## src/rtl/serial_adder_if.sv

```systemverilog
// Parallel load / parallel result handshake for the bit-serial adder.
// The master drives operands and start; the slave returns status and the result.
interface serial_adder_if #(
    parameter int WIDTH = 8
);
    logic             start;
    logic [WIDTH-1:0] A;
    logic [WIDTH-1:0] B;
    logic             Cin;
    logic             busy;
    logic             done;
    logic [WIDTH-1:0] Sum;
    logic             Cout;

    modport master (output start, A, B, Cin, input busy, done, Sum, Cout);
    modport slave  (input start, A, B, Cin, output busy, done, Sum, Cout);
endinterface

```

## src/rtl/serial_adder.sv

```systemverilog
// Bit-serial adder: one full-adder cell and a carry flop, LSB first, WIDTH cycles per add.
// state | meaning
// IDLE  | waiting for start; operands captured on the accepting edge
// SHIFT | one bit summed per cycle, busy high
// DONE  | Sum/Cout valid, done pulses for one cycle
module serial_adder #(
    parameter int WIDTH = 8
) (
    input logic           clk,
    input logic           rst,
    serial_adder_if.slave bus
);
    localparam int CW = (WIDTH > 1) ? $clog2(WIDTH) : 1;
    localparam logic [CW-1:0] LAST = CW'(WIDTH - 1);

    localparam logic [1:0] IDLE  = 2'd0;
    localparam logic [1:0] SHIFT = 2'd1;
    localparam logic [1:0] DONE  = 2'd2;

    logic [1:0]       state;
    logic [WIDTH-1:0] sa;
    logic [WIDTH-1:0] sb;
    logic [WIDTH-2:0] res;
    logic             carry;
    logic [CW-1:0]    cnt;
    logic [WIDTH-1:0] sum_q;
    logic             cout_q;

    logic             s;
    logic             maj;
    logic [WIDTH-1:0] nxt;

    assign s   = sa[0] ^ sb[0] ^ carry;
    assign maj = (sa[0] & sb[0]) | (sa[0] & carry) | (sb[0] & carry);
    // Result register is one bit short: the final bit goes straight into Sum.
    assign nxt = {s, res};

    always_ff @(posedge clk or posedge rst) begin
        if (rst) begin
            state  <= IDLE;
            sa     <= '0;
            sb     <= '0;
            res    <= '0;
            carry  <= 1'b0;
            cnt    <= '0;
            sum_q  <= '0;
            cout_q <= 1'b0;
        end else begin
            case (state)
                IDLE: begin
                    if (bus.start) begin
                        sa    <= bus.A;
                        sb    <= bus.B;
                        carry <= bus.Cin;
                        cnt   <= '0;
                        state <= SHIFT;
                    end
                end
                SHIFT: begin
                    carry <= maj;
                    sa    <= sa >> 1;
                    sb    <= sb >> 1;
                    res   <= nxt[WIDTH-1:1];
                    cnt   <= cnt + 1'b1;
                    if (cnt == LAST) begin
                        sum_q  <= nxt;
                        cout_q <= maj;
                        state  <= DONE;
                    end
                end
                DONE:    state <= IDLE;
                default: state <= IDLE;
            endcase
        end
    end

    assign bus.busy = (state == SHIFT);
    assign bus.done = (state == DONE);
    assign bus.Sum  = sum_q;
    assign bus.Cout = cout_q;
endmodule
```

## src/flat_wrapper.sv

```systemverilog
// flat-port wrapper written by rule: the top's interface ports become plain ports
module serial_adder_flat 
#(
    parameter int WIDTH = 8
)
  (clk, rst, bus_start, bus_A, bus_B, bus_Cin, bus_busy, bus_done, bus_Sum, bus_Cout);
  serial_adder_if #(.WIDTH(WIDTH)) bus_i ();
  input logic clk;
  input logic rst;
  input wire logic [$bits(bus_i.start)-1:0] bus_start;
  input wire logic [$bits(bus_i.A)-1:0] bus_A;
  input wire logic [$bits(bus_i.B)-1:0] bus_B;
  input wire logic [$bits(bus_i.Cin)-1:0] bus_Cin;
  output wire logic [$bits(bus_i.busy)-1:0] bus_busy;
  output wire logic [$bits(bus_i.done)-1:0] bus_done;
  output wire logic [$bits(bus_i.Sum)-1:0] bus_Sum;
  output wire logic [$bits(bus_i.Cout)-1:0] bus_Cout;
  assign bus_i.start = bus_start;
  assign bus_i.A = bus_A;
  assign bus_i.B = bus_B;
  assign bus_i.Cin = bus_Cin;
  assign bus_busy = bus_i.busy;
  assign bus_done = bus_i.done;
  assign bus_Sum = bus_i.Sum;
  assign bus_Cout = bus_i.Cout;
  serial_adder #(.WIDTH(WIDTH)) u_core (.clk(clk), .rst(rst), .bus(bus_i));
endmodule
```

## config.mk

```make
export PLATFORM = sky130hd
export DESIGN_NAME = serial_adder_flat
export DESIGN_NICKNAME = d
export VERILOG_FILES = /design/src/rtl/serial_adder_if.sv /design/src/rtl/serial_adder.sv /design/src/flat_wrapper.sv
export SDC_FILE = /design/constraint.sdc
export NUM_CORES = 1
export LEC_CHECK = 0
export ABC_AREA = 1
export CAP_MARGIN = 5
export CORE_MARGIN = 3
export CORE_UTILIZATION = 40
export CTS_CLUSTER_DIAMETER = 150
export DETAILED_ROUTE_END_ITERATION = 10
export PLACE_DENSITY = 0.69
export SLEW_MARGIN = 20
export SYNTH_ARGS = -nofsm -noshare
export SYNTH_HDL_FRONTEND = slang
export SYNTH_SLANG_ARGS = --single-unit
```

## constraint.sdc

```tcl
create_clock -name clk -period 1.15 [get_ports clk]
set_input_delay 0.2875 -clock clk [delete_from_list [all_inputs] [get_ports clk]]
set_output_delay 0.2875 -clock clk [all_outputs]
set_load 0.02 [all_outputs]
```

==> summary.txt <==
Placement
  – Placer Congestion: around 0.77
  – Post-DP HPWL: between 2 and 3 mm
  – Dpl ws: -0.325 ns
  – IO buf count: 30
  – Post-Place Cells: 320

Cells and area
  – Share of cells above drive strength 1: 23.5%
  – Layout filler cell count: just under 400
  – Layout overhead on the synthesized area: 36.5%
  – Final Non-Filler Cells: between 300 and 400
  – Commonest cells after routing, fill and taps aside: 72 x nand2_1, 39 x inv_1, 37 x dfrtp_1, 31 x nand3_1, 19 x clkdlybuf4s50_1
  – Commonest non-fill, non-tap cell in the layout: nand2_1
  – Total Nets Final: 299
  – Diode count: 0

Power
  – Leakage power: about 1.4 nW
  – PD cells: 2730 nW/µm²
  – Worst IR Drop VDD: between 1 and 1.5 mV

Clock network
  – Clock buffer depth: 2
  – Reg clk slew, reported paths: ~0.070 ns
  – CTS Sinks: 38
  – CTS buffer count: 5
  – TritonCTS clock tree: yes
  – Worst-Skew Late Latency: approximately 0.29 ns
  – Cts-stage hold buffer count: 0
  – Root buf cell: clkbuf_8
  – H-tree Lvls: 2

Logic synthesis
  – Syn Area/Cell: a little over 8 µm²
  – Post-synth top area share: between 50% and 60%
  – EDFF count, synth: 0
  – Leading area contributor after synthesis: dfrtp_1
  – Post-Syn Area: 1850 µm²
  – Synth Register Bits: 38
  – Main synth FF type: dfrtp_1
  – Sequential area share after synthesis: 51.4%
  – Net Count, Synth: ~250
  – Synth unique cells: 20
  – Top cells by area, synth: dfrtp_1 51%, nand2_1 15%, nand3_1 8.4%, inv_1 8.1%, o21ai_2 3.3%
  – Async S/R FF share, synth: 100%
  – Syn. warnings: 0
  – Post-synthesis cell count: 223

Run status
  – Failing checks: setup timing
  – Outcome: finished with violations

Setup path
  – Reg-to-Reg End: u_core.res[3]
  – Crit end category: output pin
  – Critical-path maximum fanout: 3
  – WP data arrival: 1.00 ns
  – R2R depth: 6
  – Flop-to-flop setup slack: -0.09 ns
  – WP data required: 0.86 ns
  – Worst reg2reg path startpoint: u_core.state[0]
  – Critical path class: flop to output pin
  – Worst Setup Start Kind: flop

Die
  – Rows: 24
  – Initial Utilization: around two fifths
  – Die Footprint: 5480 µm²
  – Num ports: 31
  – Core footprint: about 4400 µm²
  – Die Y: approximately 74 µm
  – Die Span X: 74.0 µm

Timing
  – RSZ-0062 raised after global routing: yes
  – Worst Skew: 0.0106 ns
  – Fin crit share: 112%
  – Min Tclk post-route: approximately 1.3 ns
  – Setup slack after layout: -0.135 ns
  – Hold Worst Slack: between 0.3 and 0.4 ns
  – Setup_tns: -1.83 ns
  – Finish-stage setup viols: 35
  – Hold Violations, Final: 0
  – Fmax: between 700 and 800 MHz
  – Slew Viols, Final: 0
  – Worst slew margin: a little under nine tenths
  – Least-Margin Pin Slew: around 0.21 ns

Drt
  – First-pass iteration count of the detailed router: 4
  – Final wirelength: about 3.8 mm
  – Via count: between 1,000 and 1,500
  – Antenna Violating Nets Remaining: 0
  – Wirelength per Cell: 11.6 µm
  – DR DRC count: 0
  – Vias per cell: 4.54
  – DR iter-0 viols: roughly 120

Global routing
  – Vias in the first global route: 1,426
  – Initial antenna violation count: 0
  – First-pass GRT wire length: between 6 and 7 mm
  – GR Overflow Total: 0
  – Total GRT Usage: approximately 16%
  – Largest net degree at the start of global routing: 39

Hold path
  – Worst min-delay path class: primary input to asynchronous set/reset pin

Flow run
  – Max cap viols: 0
[layout make-up]
type                            instances  area, µm²  area share, %
Sequential cell                        38        952           37.7
Multi-Input combinational cell        133        688           27.2
Timing Repair Buffer                   56        556           22.0
Inverter                               42        160           6.34
Clock buffer                            7       76.3           3.02
Tap cell                               52       65.1           2.57
Clock inverter                          1       30.0           1.19
[where the power goes]
group,internal [mW],switching [mW],total (mW)
Clock,0.649,0.453,1.10
Sequential,1.97,0.379,2.35
Combinational,1.63,1.80,3.44
[logic make-up after synthesis]
logic type	share of synthesized area [%]
AO/OA/AOI/OAI	7.16
buffers and inverters	13.2
adder cells (fa/ha/maj)	2.43
flip-flops	51.4
AND/OR/NAND/NOR	25.8
[timing repair]
action | in CTS | in global routing
gates resized for setup | 59 | 3
setup buffers | 0 | 1
endpoints found under the hold margin | 0 | 0
pin swaps | 2 | 0
setup endpoints to repair | 48 | 40
[per-stage QoR]
stage	power (mW)	instance area [µm²]	utilization, %
global placement	5.66	2410	54.6
floorplan	4.44	1870	-
finish	6.89	2530	57.3
detailed placement	5.76	2410	54.6
global route	7.45	2530	57.3
CTS	6.88	2510	56.9
[routing by layer]
| layer | vias to the layer above | global-route usage (%) | part of all wire [%] |
|---|---|---|---|
| met3 | 5 | 3.78 | 3.7 |
| met1 | 681 | 21.1 | 47 |
| met2 | 26 | 24.0 | 47 |
| li1 | 781 | - | - |
| met5 | - | 0 | 0 |
| met4 | 0 | 6.64 | 2.1 |
[Yosys cell counts, types with 2 or more instances]
cell type	number
dfrtp_1	38
nor2_1	2
o21ai_2	7
nand2_2	3
buf_6	5
o21ai_1	7
nand2_1	73
o21ai_0	3
inv_2	2
buf_4	3
ha_1	2
inv_1	40
nand3_1	31
[critical path, cell delays in order, from the launching register on]
cell	delay (ns)
dfrtp_2	0.46
nor2_4	0.13
buf_6	0.12
[sequential cells by signal, summed over array words and instances (netlist names)]
| name | flops |
|---|---|
| u_core.cnt | 3 |
| u_core.bus.Sum | 8 |
| u_core.state | 2 |
| u_core.res | 7 |
| u_core.bus.Cout | 1 |
| u_core.carry | 1 |
| u_core.sa | 8 |
| u_core.sb | 8 |
[how the worst max path moves through the flow]
stage | from | slack [ns] | to
2_1_floorplan | u_core.state[0] | -0.05 | u_core.bus.Sum[1]
3_3_place_gp | u_core.state[0] | -0.31 | bus_busy
3_5_place_dp | u_core.state[0] | -0.32 | bus_busy
4_1_cts | u_core.state[0] | -0.15 | bus_done
5_1_grt | u_core.state[0] | -0.17 | bus_busy
6_report | u_core.state[0] | -0.13 | bus_done
(Power assumes the default switching activity.)
